## config.mk

```make
export PLATFORM = sky130hd
export DESIGN_NAME = eca_seq_ctrl_flat
export DESIGN_NICKNAME = d
export VERILOG_FILES = /design/src/rtl/eca_pkg.sv /design/src/rtl/eca_seq_ctrl_if.sv /design/src/rtl/eca_lat_cnt.sv /design/src/rtl/eca_seq_ctrl.sv /design/src/flat_wrapper.sv
export SDC_FILE = /design/constraint.sdc
export NUM_CORES = 1
export LEC_CHECK = 0
export BUFFER_PORTS_ARGS = -buffer_cell sky130_fd_sc_hd__buf_2
export CORE_UTILIZATION = 51
export CTS_CLUSTER_DIAMETER = 60
export DETAILED_ROUTE_END_ITERATION = 12
export PLACE_DENSITY = 0.78
export SETUP_SLACK_MARGIN = 0.15
export SYNTH_ARGS = -nofsm -noshare
export SYNTH_HDL_FRONTEND = slang
export SYNTH_SLANG_ARGS = --single-unit
```

## constraint.sdc

```tcl
create_clock -name clk -period 2.5 [get_ports clk]
set_input_delay 0.5 -clock clk [delete_from_list [all_inputs] [get_ports clk]]
set_output_delay 0.5 -clock clk [all_outputs]
set_load 0.05 [all_outputs]
```

## src/rtl/eca_pkg.sv

```systemverilog
// Shared state encoding and default sizing for the erasure-code sequencing controller.
package eca_pkg;

    localparam int ECA_M_MAX      = 4;
    localparam int ECA_ENGINE_LAT = 3;
    localparam int ECA_CNT_W      = 16;
    localparam int ECA_ADDR_W     = $clog2(ECA_M_MAX);

    typedef enum logic [2:0] {
        IDLE    = 3'd0,
        FETCH   = 3'd1,
        BM_RD   = 3'd2,
        BM_WAIT = 3'd3,
        COMPUTE = 3'd4,
        WRITE   = 3'd5
    } eca_state_t;

endpackage

```

## src/rtl/eca_seq_ctrl_if.sv

```systemverilog
// Handshake bundle between the sequencer and its input buffer, bitmatrix memory,
// compute engine and output buffer.
interface eca_seq_ctrl_if #(
    parameter int BM_MEM_ADDR_W = eca_pkg::ECA_ADDR_W
);

    logic                     inbuf_empty;
    logic                     inbuf_rd_req;
    logic                     user_bm_mem_wr_req;
    logic                     bm_mem_rd_req;
    logic [BM_MEM_ADDR_W-1:0] bm_mem_rd_addr;
    logic                     bm_mem_rd_data_val;
    logic                     engine_load_bm;
    logic                     engine_en;
    logic                     outbuf_full;
    logic                     outbuf_wr_req;

    modport master (
        input  inbuf_empty,
        input  user_bm_mem_wr_req,
        input  bm_mem_rd_data_val,
        input  outbuf_full,
        output inbuf_rd_req,
        output bm_mem_rd_req,
        output bm_mem_rd_addr,
        output engine_load_bm,
        output engine_en,
        output outbuf_wr_req
    );

    modport slave (
        output inbuf_empty,
        output user_bm_mem_wr_req,
        output bm_mem_rd_data_val,
        output outbuf_full,
        input  inbuf_rd_req,
        input  bm_mem_rd_req,
        input  bm_mem_rd_addr,
        input  engine_load_bm,
        input  engine_en,
        input  outbuf_wr_req
    );

endinterface

```

## src/rtl/eca_lat_cnt.sv

```systemverilog
// Engine latency counter: cleared on load, counts while enabled, flags the final
// compute cycle.
module eca_lat_cnt
    import eca_pkg::*;
#(
    parameter int ENGINE_LAT = ECA_ENGINE_LAT,
    parameter int LAT_W      = (ENGINE_LAT > 1) ? $clog2(ENGINE_LAT) : 1
) (
    input  logic clk,
    input  logic rst,
    input  logic load,
    input  logic en,
    output logic done
);

    logic [LAT_W-1:0] cnt;

    always_ff @(posedge clk) begin
        if (rst) begin
            cnt <= '0;
        end else if (load) begin
            cnt <= '0;
        end else if (en && !done) begin
            cnt <= cnt + LAT_W'(1);
        end
    end

    assign done = (cnt == LAT_W'(ENGINE_LAT - 1));

endmodule

```

## src/rtl/eca_seq_ctrl.sv

```systemverilog
// Per-stripe sequencer: pops one input stripe, then for each parity row reads the
// bitmatrix, runs the engine for ENGINE_LAT cycles and pushes one parity word.
module eca_seq_ctrl
    import eca_pkg::*;
#(
    parameter int M_MAX         = ECA_M_MAX,
    parameter int ENGINE_LAT    = ECA_ENGINE_LAT,
    parameter int M_W           = $clog2(M_MAX) + 1,
    parameter int BM_MEM_ADDR_W = $clog2(M_MAX),
    parameter int CNT_W         = ECA_CNT_W
) (
    input  logic                     clk,
    input  logic                     rst,
    input  logic                     eca_en,
    input  logic [M_W-1:0]           m_val,
    eca_seq_ctrl_if.master           bus,
    output logic                     busy,
    output logic [BM_MEM_ADDR_W-1:0] parity_idx,
    output logic                     stripe_done,
    output logic [CNT_W-1:0]         stripe_cnt,
    output logic                     cfg_err
);

    eca_state_t       state;
    eca_state_t       state_nxt;
    logic [M_W-1:0]   m_lat;
    logic             m_legal;
    logic             can_start;
    logic             last_row;
    logic             wr_fire;
    logic             start;
    logic             lat_load;
    logic             lat_done;

    assign m_legal   = (m_val != '0) && (m_val <= M_W'(M_MAX));
    assign can_start = eca_en && !bus.inbuf_empty && m_legal;
    assign last_row  = (M_W'(parity_idx) == (m_lat - M_W'(1)));
    assign wr_fire   = (state == WRITE) && !bus.outbuf_full;
    assign lat_load  = (state == BM_WAIT) && bus.bm_mem_rd_data_val;
    // A new stripe can begin from idle or straight off the last write of the previous one.
    assign start     = ((state == IDLE) || (wr_fire && last_row)) && can_start;

    eca_lat_cnt #(
        .ENGINE_LAT (ENGINE_LAT)
    ) u_lat_cnt (
        .clk  (clk),
        .rst  (rst),
        .load (lat_load),
        .en   (state == COMPUTE),
        .done (lat_done)
    );

    always_ff @(posedge clk) begin
        if (rst) begin
            state <= IDLE;
        end else begin
            state <= state_nxt;
        end
    end

    always_comb begin
        state_nxt = state;
        case (state)
            IDLE:    if (can_start) state_nxt = FETCH;
            FETCH:   state_nxt = BM_RD;
            BM_RD:   if (!bus.user_bm_mem_wr_req) state_nxt = BM_WAIT;
            BM_WAIT: if (bus.bm_mem_rd_data_val) state_nxt = COMPUTE;
            COMPUTE: if (lat_done) state_nxt = WRITE;
            WRITE: begin
                if (!bus.outbuf_full) begin
                    if (!last_row) begin
                        state_nxt = BM_RD;
                    end else if (can_start) begin
                        state_nxt = FETCH;
                    end else begin
                        state_nxt = IDLE;
                    end
                end
            end
            default: state_nxt = IDLE;
        endcase
    end

    // User writes to the bitmatrix memory always win over the controller's read.
    always_comb begin
        bus.inbuf_rd_req   = 1'b0;
        bus.bm_mem_rd_req  = 1'b0;
        bus.bm_mem_rd_addr = parity_idx;
        bus.engine_load_bm = 1'b0;
        bus.engine_en      = 1'b0;
        bus.outbuf_wr_req  = 1'b0;
        stripe_done        = 1'b0;
        busy               = (state != IDLE);
        case (state)
            FETCH:   bus.inbuf_rd_req   = 1'b1;
            BM_RD:   bus.bm_mem_rd_req  = !bus.user_bm_mem_wr_req;
            BM_WAIT: bus.engine_load_bm = bus.bm_mem_rd_data_val;
            COMPUTE: bus.engine_en      = 1'b1;
            WRITE: begin
                bus.outbuf_wr_req = !bus.outbuf_full;
                stripe_done       = !bus.outbuf_full && last_row;
            end
            default: ;
        endcase
    end

    // Row count is frozen at stripe start so later m_val changes cannot disturb it.
    always_ff @(posedge clk) begin
        if (rst) begin
            m_lat      <= '0;
            parity_idx <= '0;
            stripe_cnt <= '0;
            cfg_err    <= 1'b0;
        end else begin
            if (start) begin
                m_lat      <= m_val;
                parity_idx <= '0;
            end else if (wr_fire) begin
                parity_idx <= last_row ? '0 : parity_idx + BM_MEM_ADDR_W'(1);
            end
            if (wr_fire && last_row) begin
                stripe_cnt <= stripe_cnt + CNT_W'(1);
            end
            if (!eca_en) begin
                cfg_err <= 1'b0;
            end else if ((state == IDLE) && !m_legal) begin
                cfg_err <= 1'b1;
            end
        end
    end

endmodule

```

## src/flat_wrapper.sv

```systemverilog
// flat-port wrapper written by rule: the top's interface ports become plain ports
module eca_seq_ctrl_flat import eca_pkg::*;
#(
    parameter int M_MAX         = ECA_M_MAX,
    parameter int ENGINE_LAT    = ECA_ENGINE_LAT,
    parameter int M_W           = $clog2(M_MAX) + 1,
    parameter int BM_MEM_ADDR_W = $clog2(M_MAX),
    parameter int CNT_W         = ECA_CNT_W
)
  (clk, rst, eca_en, m_val, busy, parity_idx, stripe_done, stripe_cnt, cfg_err, bus_inbuf_empty, bus_user_bm_mem_wr_req, bus_bm_mem_rd_data_val, bus_outbuf_full, bus_inbuf_rd_req, bus_bm_mem_rd_req, bus_bm_mem_rd_addr, bus_engine_load_bm, bus_engine_en, bus_outbuf_wr_req);
  eca_seq_ctrl_if #(.BM_MEM_ADDR_W(BM_MEM_ADDR_W)) bus_i ();
  input  logic clk;
  input  logic rst;
  input  logic eca_en;
  input  logic [M_W-1:0] m_val;
  output logic busy;
  output logic [BM_MEM_ADDR_W-1:0] parity_idx;
  output logic stripe_done;
  output logic [CNT_W-1:0] stripe_cnt;
  output logic cfg_err;
  input wire logic [$bits(bus_i.inbuf_empty)-1:0] bus_inbuf_empty;
  input wire logic [$bits(bus_i.user_bm_mem_wr_req)-1:0] bus_user_bm_mem_wr_req;
  input wire logic [$bits(bus_i.bm_mem_rd_data_val)-1:0] bus_bm_mem_rd_data_val;
  input wire logic [$bits(bus_i.outbuf_full)-1:0] bus_outbuf_full;
  output wire logic [$bits(bus_i.inbuf_rd_req)-1:0] bus_inbuf_rd_req;
  output wire logic [$bits(bus_i.bm_mem_rd_req)-1:0] bus_bm_mem_rd_req;
  output wire logic [$bits(bus_i.bm_mem_rd_addr)-1:0] bus_bm_mem_rd_addr;
  output wire logic [$bits(bus_i.engine_load_bm)-1:0] bus_engine_load_bm;
  output wire logic [$bits(bus_i.engine_en)-1:0] bus_engine_en;
  output wire logic [$bits(bus_i.outbuf_wr_req)-1:0] bus_outbuf_wr_req;
  assign bus_i.inbuf_empty = bus_inbuf_empty;
  assign bus_i.user_bm_mem_wr_req = bus_user_bm_mem_wr_req;
  assign bus_i.bm_mem_rd_data_val = bus_bm_mem_rd_data_val;
  assign bus_i.outbuf_full = bus_outbuf_full;
  assign bus_inbuf_rd_req = bus_i.inbuf_rd_req;
  assign bus_bm_mem_rd_req = bus_i.bm_mem_rd_req;
  assign bus_bm_mem_rd_addr = bus_i.bm_mem_rd_addr;
  assign bus_engine_load_bm = bus_i.engine_load_bm;
  assign bus_engine_en = bus_i.engine_en;
  assign bus_outbuf_wr_req = bus_i.outbuf_wr_req;
  eca_seq_ctrl #(.M_MAX(M_MAX), .ENGINE_LAT(ENGINE_LAT), .M_W(M_W), .BM_MEM_ADDR_W(BM_MEM_ADDR_W), .CNT_W(CNT_W)) u_core (.clk(clk), .rst(rst), .eca_en(eca_en), .m_val(m_val), .bus(bus_i), .busy(busy), .parity_idx(parity_idx), .stripe_done(stripe_done), .stripe_cnt(stripe_cnt), .cfg_err(cfg_err));
endmodule
```

==> results of run 1 <==
-- where the power goes --
part	total [mW]	switching (mW)	internal (mW)
registers	0.454	0.0146	0.439
logic	0.115	0.0755	0.0394
clock network	0.185	0.125	0.0598
total	0.754	0.215	0.539
-- what timing repair did --
| action | 4_1_cts | 5_1_grt |
|---|---|---|
| gates cloned | 0 | 0 |
| endpoints found under the hold margin | 0 | 0 |
| buffers inserted | 0 | 2 |
| endpoints found under the setup margin | 1 | 1 |
| pin swaps | 0 | 2 |
| resized for setup | 2 | 5 |
-- cell usage in the layout (no fill, tap or decap), drive strengths merged --
master / n
or2: 1
a21oi: 8
nor2: 24
inv: 10
nand4bb: 1
a2111oi: 1
nand4: 11
or3: 3
nor3: 9
nand3: 4
xnor2: 4
nand3b: 1
buf: 41
clkinv: 1
nand4b: 1
and3: 5
dfxtp: 27
a211oi: 1
ha: 3
o21ai: 6
mux2i: 6
or4b: 1
xor2: 12
nor4: 2
o211a: 1
nor3b: 1
o21bai: 1
nand2: 8
o31a: 1
and2: 3
nor2b: 1
clkbuf: 3
-- area by class of cell --
| class | count | share of cell area (%) |
|---|---|---|
| multi-input cells | 120 | 48.32 |
| flip-flops and latches | 27 | 32.39 |
| repair buffers | 41 | 13.18 |
| inverters | 10 | 2.234 |
| well taps | 30 | 2.234 |
| clock buffers | 3 | 1.340 |
| clock inverters | 1 | 0.2978 |
-- routing by layer --
layer	up-vias	GRT usage, %
met5	-	0
met4	0	5.556
met3	2	3.611
met2	24	37.20
met1	581	25.72
li1	648	-
-- worst max-delay path: stages, from the launching register on --
cell and delay (ps):
dfxtp_2 370, inv_1 70, ha_4 240, xnor2_2 160
nor4_4 410, buf_6 220
-- cell families (layout without fill, tap and decap cells) --
| kind of cell | after synthesis | count (layout) |
|---|---|---|
| AO/OA/AOI/OAI | 19 | 19 |
| XOR/XNOR | 16 | 16 |
| adder cells (fa/ha/maj) | 3 | 3 |
| buffers and inverters | 18 | 55 |
| flip-flops | 27 | 27 |
| multiplexers | 6 | 6 |
| AND/OR/NAND/NOR | 76 | 76 |
-- final timing paths --
| path | startpoint | endpoint | slack [ps] |
|---|---|---|---|
| worst min-delay path | eca_en | u_core.cfg_err | 420 |
| worst min register to register | u_core.stripe_cnt[15] | u_core.stripe_cnt[15] | 480 |
| worst max-delay path | u_core.m_lat[0] | stripe_done | 210 |
| worst max register to register | u_core.m_lat[0] | u_core.stripe_cnt[8] | 340 |
-- flip-flops by register name (all words and copies together), names as in the netlist --
register                   cells
u_core.u_lat_cnt.cnt           2
u_core.m_lat                   3
u_core.bus.bm_mem_rd_addr      2
u_core.cfg_err                 1
u_core.stripe_cnt             16
u_core.state                   3
-- stage by stage --
stage / total power [mW] / worst slack [ps] / area (um2) / cells / hold WS [ps]
6_report: 0.7536 / 213.1 / 1680 / 232 / 418.5
2_1_floorplan: 0.5450 / 238.4 / 1413 / 165 / 463.4
3_5_place_dp: 0.5723 / 346.2 / 1608 / 226 / 465.7
3_3_place_gp: 0.5687 / 377.6 / 1608 / 226 / 462.0
4_1_cts: 0.7575 / 170.9 / 1639 / 230 / 409.6
5_1_grt: 0.7925 / 145.0 / 1680 / 232 / 415.7
==> reports/results.ini, run 1 <==
[clock_tree]
cts_tree = done
clock-sinks = 27
hold_buffers = 0
root_buffer = clkbuf_4
clk_path_buf_depth = 2
cts.clk_slew.worst_paths_ps = 140
cts_buffers = 3
clk_latency_ps = 310
htreeDepth = 1

[logic_synthesis]
synth_xor_area_share_pct = 10.00
synth-simple-area-share_pct = 30.71
synth.distinct_cells = 35
syn_area_per_cell_um2 = 8.493
synth_top_family_by_area = simple AND/OR/NAND/NOR gates
synth_fa_ha_area_share_pct = 2.679
synth_mux_area_share_pct = 4.286
synth-seq-cells = 27
ys_async_sr_fraction_pct = 0
yosys.area.top_type_share_pct = 38.57
synth_area_leaders = dfxtp_1 (39%), xor2_1 (7.5%), nor2_1 (6.4%)
post-synth-top-count-cell = dfxtp_1
synth_edf_count = 0
synth_compound_area_share_pct = 8.036
synthTopCellsByCount = dfxtp_1 (27), nor2_1 (24), xor2_1 (12)
synth_flop_cell = dfxtp_1
syn_inst = 165
ys_warn_count = 0
seq_area_frac_synth_pct = 38.57
syn_area_um2 = 1401
syn-num-nets = 178
synth_top_area_cell = dfxtp_1

[cells_and_area]
diodes = 0
multiInputGateArea_um2 = 812.0
drive_gt1_share_pct = 27.72
n_fill_cell = 223
areaGrowthSynthToFinish_pct = 19.91
seq_area_um2 = 544.3
fin_nets = 216
utilization_pct = 66.03

[worst_setup_path]
arrival_ps = 1790
required_ps = 2000
worst_setup_path_end_kind = output port
cp-start-kind = register
crit_type = reg -> out
crit_fanout = 4
reg2reg_depth = 8

[sta]
grt_setup_unrepaired = false
tns_ps = 0
final-setup-viol-count = 0
worst_pin_slew_ps = 496.4
post-route-min-period_ps = 2287
slew_headroom_pct = 66.91
skew_ps = 2.949
slew_violations = 0
timing.final.crit_share_pct = 91.48
fmax_mhz = 437.3
hold_viol = 0

[drt]
maxUsedRoutingLayer = met4
vias = 1255
met3WireLength_um = 95
routedLengthMet1_mm = 1.300
wirelength_mm = 2.891
wl_met2_mm = 1.479
wl_per_cell_um = 12.46
drtPass1Iterations = 4
viasPerCell = 5.409
drt_iter0_markers = 19
final_antenna_net_count = 0
drc = 0

[floorplanning]
die_w_um = 54.42
start_util_pct = 55.06
io_pins = 38
rows = 18
die-height_um = 54.42
die-area_um2 = 2962
floorplan.core_area_um2 = 2545

[placed_design]
io_buffers = 37
dp_hpwl_mm = 2.184
gp_congestion = 0.8347

[power_and_ir_drop]
power.density_nw_per_um2 = 448.5
vdd_drop_max_mv = 0.4755
p_leak_nw = 0.7721

[grt]
antenna_found_initial = 0
grt_max_degree = 28
grt_usage_pct = 20.93
grt_first_pass_wirelength_mm = 4.574
overflow = 0
grt_pass1_vias = 1093

[min_path]
worstHoldPathCells = 2
min_path_type = in -> reg

[outcome]
status = complete, no violations

[run]
cap_violations = 0

Power figures use the tool's default switching activity.
==> run 2: changes to the inputs <==
==> constraint.sdc (replaced) <==
create_clock -name clk -period 2.5 [get_ports clk]
set_input_delay 0.25 -clock clk [delete_from_list [all_inputs] [get_ports clk]]
set_output_delay 0.25 -clock clk [all_outputs]
set_load 0.05 [all_outputs]
==> reports/results.ini, run 2 (synthesis gave the netlist of run 1 again) <==
[worst_setup_path]
arrival_ps = 2030
crit_type = reg -> out
worst_setup_path_end_kind = output port
crit_fanout = 5
required_ps = 2250
cp-start-kind = register

[grt]
grt_max_degree = 28
antenna_found_initial = 0
grt_usage_pct = 21.45
overflow = 0
grt_first_pass_wirelength_mm = 4.643
grt_pass1_vias = 1098

[clock_tree]
cts_buffers = 3
clock-sinks = 27
cts_tree = done
hold_buffers = 0
htreeDepth = 1
root_buffer = clkbuf_4
clk_latency_ps = 330
clk_path_buf_depth = 2
cts.clk_slew.worst_paths_ps = 150

[sta]
slew_violations = 0
hold_viol = 0
fmax_mhz = 438.1
timing.final.crit_share_pct = 91.30
slew_headroom_pct = 68.59
skew_ps = 8.329
worst_pin_slew_ps = 471.1
post-route-min-period_ps = 2282
final-setup-viol-count = 0
grt_setup_unrepaired = true
worst_slack_ps = 217.5
whs_ps = 148.5
tns_ps = 0

[drt]
routedLengthMet1_mm = 1.323
drt_iter0_markers = 22
drtPass1Iterations = 4
wl_met2_mm = 1.455
wl_per_cell_um = 12.63
viasPerCell = 5.560
drc = 0
wirelength_mm = 2.929
vias = 1290
final_antenna_net_count = 0
maxUsedRoutingLayer = met4
met3WireLength_um = 117

[floorplanning]
die-height_um = 54.42
floorplan.core_area_um2 = 2545
io_pins = 38
rows = 18
die_w_um = 54.42
die-area_um2 = 2962
start_util_pct = 55.06

[power_and_ir_drop]
p_total_mw = 0.7590
p_leak_nw = 0.7626
vdd_drop_max_mv = 0.3983
power.density_nw_per_um2 = 462.0

[placed_design]
dp_hpwl_mm = 2.226
gp_congestion = 0.7809
io_buffers = 37
pre_cts_ws_ps = 425.2

[cells_and_area]
top_regs = u_core.stripe_cnt (16), u_core.m_lat (3), u_core.state (3)
areaGrowthSynthToFinish_pct = 17.23
final_common_cell = buf_2
largest_register_ffs = 16
layout_common_cells = buf_2 (37), dfxtp_1 (26), nor2_1 (24)
drive_gt1_share_pct = 24.75
regMostFlops = u_core.stripe_cnt
fin_nets = 216
diodes = 0

[min_path]
min_path_type = in -> reg

[outcome]
status = complete, no violations

[run]
cap_violations = 0

==> run 2: repair_timing <==
| item | in CTS | in global routing |
|---|---|---|
| setup endpoints to repair | 0 | 1 |
| gates resized for setup | 0 | 1 |
| setup buffers | 0 | 2 |
==> run 2: through the flow <==
stage / instances / util, % / instance area [um2]
after floorplan: 165 / - / 1401
after detailed placement: 226 / 62.73 / 1597
after global routing: 232 / 64.55 / 1643
final: 232 / 64.55 / 1643
after global placement: 226 / 62.73 / 1597
after CTS: 230 / 63.91 / 1627
==> run 2: final timing paths <==
path	slack (ps)	from	end	cells past startpoint
worst max-delay path	220	u_core.m_lat[0]	stripe_done	5
worst min register to register	490	u_core.stripe_cnt[15]	u_core.stripe_cnt[15]	2
worst min-delay path	150	eca_en	u_core.cfg_err	2
worst max register to register	260	u_core.m_lat[0]	u_core.stripe_cnt[8]	8
==> run 2: area by class of cell <==
type                    count  area (um2)
multi-input cells         120       780.7
fillers                   235       902.1
clock buffers               3       22.52
inverters                  10       37.54
flip-flops and latches     27       541.8
clock inverters             1       7.507
repair buffers             41       215.2
well taps                  30       37.54
==> run 2: report_power, final <==
| part | internal (mW) | switching (mW) |
|---|---|---|
| combinational | 0.0354 | 0.0725 |
| sequential | 0.439 | 0.0143 |
| clock | 0.0613 | 0.136 |
| total | 0.536 | 0.223 |
==> run 2: worst max-delay path: stages, from the launching register on <==
cell and delay [ps]:
dfxtp_1 400, inv_1 60, ha_1 300, xnor2_1 180
nor4_4 420, buf_2 340
==> run 2: metal layers <==
metal  GRT usage (%)  vias up
met5               0        -
met4           8.974        0
met3           2.778        6
met2           36.18       29
met1           27.24      606
li1                -      649
